`src/rtl/fir_result_collector.sv`:
```
// fir_result_collector
//
// Receiving end of the FIR output stream. Each valid sample is pushed into
// a small first-word fall-through FIFO. The FIFO head is presented on a
// ready/valid read port. The block also keeps a running sample count, a
// modulo checksum of the accepted samples, and a sticky overflow flag, so a
// host can verify a whole run without tracing every sample.
//
// Parameters
//   DATA_W : sample width (matches FIR out_data)
//   DEPTH  : FIFO entries, a power of 2, minimum 2
//   CNT_W  : width of sample_count and checksum
//
// Ports
//   clk          in   single clock, rising edge
//   reset        in   asynchronous, active-low reset
//   in_data      in   sample from FIR out_data
//   in_data_vld  in   sample qualifier; there is no backpressure
//   clear        in   synchronous clear of FIFO, counter, checksum, overflow
//   rd_data      out  FIFO head sample (don't-care while rd_vld = 0)
//   rd_vld       out  FIFO not empty
//   rd_rdy       in   consumer accepts the head this cycle
//   level        out  occupancy, 0..DEPTH
//   sample_count out  accepted samples, modulo 2^CNT_W
//   checksum     out  sum of accepted samples, modulo 2^CNT_W
//   overflow     out  sticky, set when a sample is dropped
module fir_result_collector #(
  parameter int DATA_W = 8,
  parameter int DEPTH  = 16,
  parameter int CNT_W  = 16
) (
  input  logic                     clk,
  input  logic                     reset,
  input  logic [DATA_W-1:0]        in_data,
  input  logic                     in_data_vld,
  input  logic                     clear,
  output logic [DATA_W-1:0]        rd_data,
  output logic                     rd_vld,
  input  logic                     rd_rdy,
  output logic [$clog2(DEPTH):0]   level,
  output logic [CNT_W-1:0]         sample_count,
  output logic [CNT_W-1:0]         checksum,
  output logic                     overflow
);

  localparam int PTR_W = $clog2(DEPTH);
  localparam logic [PTR_W:0]   FULL_LVL = (PTR_W+1)'(DEPTH);
  localparam logic [PTR_W:0]   LVL_ONE  = (PTR_W+1)'(1);
  localparam logic [PTR_W-1:0] PTR_ONE  = PTR_W'(1);
  localparam logic [CNT_W-1:0] CNT_ONE  = CNT_W'(1);

  // Modulo-2^CNT_W accumulate of a zero-extended sample.
  function automatic logic [CNT_W-1:0] csum_add(input logic [CNT_W-1:0] acc,
                                                input logic [DATA_W-1:0] s);
    csum_add = acc + CNT_W'(s);
  endfunction

  logic [DATA_W-1:0] mem [DEPTH];
  logic [PTR_W-1:0]  wr_ptr;
  logic [PTR_W-1:0]  rd_ptr;
  logic              rd_fire;
  logic              wr_ok;
  logic              drop;

  assign rd_vld  = (level != '0);
  assign rd_fire = rd_vld & rd_rdy;
  // A full FIFO still accepts a sample when the head leaves in the same cycle.
  assign wr_ok   = in_data_vld & ((level < FULL_LVL) | rd_fire);
  assign drop    = in_data_vld & ~wr_ok;
  assign rd_data = mem[rd_ptr];

  // Storage: data only, never reset. clear blocks the write so a sample
  // presented together with clear leaves no trace.
  always_ff @(posedge clk) begin
    if (wr_ok && !clear) begin
      mem[wr_ptr] <= in_data;
    end
  end

  // Control state: pointers, occupancy, statistics.
  always_ff @(posedge clk or negedge reset) begin
    if (!reset) begin
      wr_ptr       <= '0;
      rd_ptr       <= '0;
      level        <= '0;
      sample_count <= '0;
      checksum     <= '0;
      overflow     <= 1'b0;
    end else if (clear) begin
      wr_ptr       <= '0;
      rd_ptr       <= '0;
      level        <= '0;
      sample_count <= '0;
      checksum     <= '0;
      overflow     <= 1'b0;
    end else begin
      if (wr_ok) begin
        wr_ptr       <= wr_ptr + PTR_ONE;
        sample_count <= sample_count + CNT_ONE;
        checksum     <= csum_add(checksum, in_data);
      end
      if (rd_fire) begin
        rd_ptr <= rd_ptr + PTR_ONE;
      end
      if (wr_ok && !rd_fire) begin
        level <= level + LVL_ONE;
      end else if (!wr_ok && rd_fire) begin
        level <= level - LVL_ONE;
      end
      if (drop) begin
        overflow <= 1'b1;
      end
    end
  end

endmodule

```
`config.mk`:
```
export PLATFORM = sky130hd
export DESIGN_NAME = fir_result_collector
export DESIGN_NICKNAME = d
export VERILOG_FILES = /design/src/rtl/fir_result_collector.sv
export SDC_FILE = /design/constraint.sdc
export NUM_CORES = 1
export LEC_CHECK = 0
export BUFFER_PORTS_ARGS = -buffer_cell sky130_fd_sc_hd__buf_2
export CAP_MARGIN = 20
export CORE_AREA = 2 2 143 145
export CTS_CLUSTER_SIZE = 20
export DETAILED_ROUTE_END_ITERATION = 6
export DIE_AREA = 0 0 145 147
export SYNTH_ARGS = -nofsm -noshare
export SYNTH_HDL_FRONTEND = slang
export SYNTH_SLANG_ARGS = --single-unit
```
`constraint.sdc`:
```
create_clock -name clk -period 6.65 [get_ports clk]
set_clock_uncertainty 0.15 [all_clocks]
set_input_delay 0.3325 -clock clk [delete_from_list [all_inputs] [get_ports clk]]
set_output_delay 0.3325 -clock clk [all_outputs]
set_load 0.1 [all_outputs]
```
==> flow_summary.json <==
{
  "status": "finished clean",
  "cts_tree": "built",
  "syn_to_final_growth_pct": 14.2,
  "synth_top_family_by_area": "multiplexers",
  "final_cell_mix": "edfxtp_1, buf_2, dfrtp_1",
  "syn-num-nets": 523,
  "vias_per_cell": 5.33,
  "wl_per_cell_um": 19.9,
  "synth-simple-area-share_pct": 8.84,
  "hold_path_class": "input port to flip-flop",
  "rr_endpoint": "mem[8][0]",
  "pin_count": 60,
  "finalHoldViolCount": 0,
  "r2r-start": "level[4]",
  "syn-cell-area_mm2": 0.00773,
  "rsz0062_at_grt": "false",
  "path_class": "flip-flop to output pin",
  "cts.clk_slew.worst_paths_ns": 0.07,
  "final_util_pct": 44.5,
  "period_share_pct": 48.7,
  "dp.cells": 801,
  "grt_pass1_vias": 4570,
  "start_util_pct": 38.9,
  "required_ns": 6.17,
  "antenna_left": 0,
  "ys_seq_area_share_pct": 64.6,
  "grt_start_max_net_pins": 55,
  "synth_cell_types": 49,
  "rows": 52,
  "die-area_mm2": 0.0213,
  "hpwl_um": 10800,
  "drc": 0,
  "critPathLaunchType": "flip-flop",
  "grt_antenna_before_repair": 0,
  "hold_path_startpoint": "rd_rdy",
  "cts_inserted_buffers": 17,
  "setup_tns_ns": 0,
  "portBuffers": 59,
  "ff2ff_setup_slack_ns": 3.83,
  "leakagePower_nw": 3.29,
  "dr.pass1.iters": 4,
  "synth_compound_area_share_pct": 4.27,
  "fmax_mhz": 309,
  "worstHoldEndpoint": "rd_ptr[1]",
  "slew_violations": 0,
  "clock-sinks": 174,
  "cap_violations": 0,
  "powerDensity_mw_per_mm2": 344,
  "die_w_um": 145,
  "cts_root_buf": "clkbuf_16",
  "end_kind": "output pin",
  "overflow": 0,
  "holdWs_ns": 0.0661,
  "yosys_warnings": 0,
  "tightestPinTransition_ns": 1.01,
  "grt_first_pass_wirelength_um": 26500,
  "ys.flop_type": "edfxtp_1",
  "fin_nets": 585,
  "hold_depth": 3,
  "synth_xor_area_share_pct": 3.06,
  "ir_worst_vdd_mv": 0.191,
  "stdcell_count": 833,
  "synth.avg_cell_area_um2": 15.8,
  "layout-drive-gt1-share_pct": 19.5,
  "synth_adder_area_share_pct": 3.43,
  "fp.dieH_um": 147,
  "synth_enable_flop_cells": 128,
  "placed_area_mm2": 0.00827,
  "arrival_ns": 2.76,
  "crit_fanout": 35,
  "nFillCells": 1778,
  "grt.total_usage_pct": 16.5,
  "worst-r2r-cell-count": 4,
  "antenna_cells": 0,
  "synthArstFlopShare_pct": 26.4,
  "final_common_cell": "edfxtp_1",
  "synth_seq_cells": 174,
  "clock_path_buffers": 2,
  "via_count": 4441,
  "routed_wl_um": 16600,
  "post-route-cell-area_mm2": 0.00883,
  "muxShareOfSynthArea_pct": 13.8,
  "synthCells": 490,
  "layout_min_cycle_time_ns": 3.24,
  "drt_iter0_markers": 336,
  "clock_latency_ns": 0.42,
  "core_mm2": 0.0198,
  "cts_setup_buffers": 0,
  "slew_headroom_pct": 32.4,
  "setup_viol": 0,
  "globalplace.congestion": 0.789,
  "cts_htree_levels": 4
}
-- cell type report --
class                      count  area [um2]  area share [%]
timing repair buffer          64         348            3.94
sequential                   174        4990            56.6
clock inverter                12         101            1.15
inverter                       9        33.8           0.383
multi-input combinational    286        2580            29.2
tap                          270         338            3.83
clock buffer                  18         429            4.86
-- worst max path at each step --
stage                           start      endpoint  slack [ns]
after global routing        rd_ptr[0]    rd_data[1]        3.30
after detailed placement       rd_rdy     mem[8][2]        3.77
after floorplan           checksum[0]  checksum[12]        3.82
final                       rd_ptr[0]    rd_data[1]        3.41
after global placement      rd_ptr[0]    rd_data[1]        3.85
after CTS                   rd_ptr[0]    rd_data[1]        3.38
-- critical path, stage by stage (launching register included) --
cell	delay, ns
dfrtp_1	0.32
buf_4	0.49
mux4_1	0.67
mux4_2	0.51
buf_2	0.32
-- through the flow --
step           power, mW  setup WS [ns]
2_1_floorplan       1.98           3.82
3_3_place_gp        2.14           3.85
3_5_place_dp        2.15           3.77
4_1_cts             3.06           3.38
5_1_grt             3.17           3.30
6_report            3.04           3.41
-- synth_stat cells, types with 2 or more instances --
library cell  number  share of area (%)
clkbuf_1          12               0.58
and2_1             4               0.32
xnor2_1            9                1.0
ha_1              18                2.9
fa_1               2               0.52
nand2_1           35                1.7
and3_1            10               0.81
buf_1              2              0.097
or3_1              7               0.57
buf_6              3               0.44
edfxtp_1         128                 50
a211oi_1           4               0.39
mux2i_1            3               0.39
mux4_2            10                2.9
dfrtp_1           46                 15
nor3_1             5               0.32
o21ai_0           11               0.71
nand3_1           12               0.78
nand4_1            5               0.40
nor2b_1            4               0.32
mux4_1            30                 10
a31oi_1            3               0.24
o31ai_1            2               0.19
a21oi_1           25                1.6
nand3b_1           2               0.19
nor2_1            41                2.0
mux2_2             2               0.29
nor4_1             4               0.32
xor2_1            18                2.0
and4_1             2               0.23
inv_1              9               0.44
o211ai_1           3               0.29
or4_1              3               0.29
-- flip-flops by register name, summed over array words and instances, names as in the netlist --
register	count
overflow	1
checksum	16
level	5
sample_count	16
mem	128
rd_ptr	4
wr_ptr	4
-- cells by family (layout without fill, tap and decap cells) --
logic type                 after synthesis  count (layout)
AOI/OAI and AO/OA                       54              54
xor gates and xnor gates                27              27
adders and majority gates               20              20
buffers and inverters                   30             103
DFF                                    174             174
muxes                                   45              45
and+or+nand+nor                        140             140
-- metal layers --
layer / up-vias / track usage (%) / routed length (um) / part of all wire (%)
li1: 2023 / - / - / -
met1: 2254 / 22.3 / 7190 / 43
met2: 152 / 26.6 / 8140 / 49
met3: 12 / 4.38 / 1050 / 6.4
met4: 0 / 4.75 / 180 / 1.1
met5: - / 0 / 0 / 0
-- power by group --
group	leakage [nW]	switching, mW	internal (mW)
combinational	1.25	0.627	0.251
clock	0.257	0.429	0.484
sequential	1.78	0.0402	1.21
-- repair_timing --
action	4_1_cts	5_1_grt
hold buffers	1	0
gates resized for setup	0	0
hold endpoints to repair	46	0
setup endpoints to repair	0	0
Note: power is estimated with default switching activity, not from simulation.
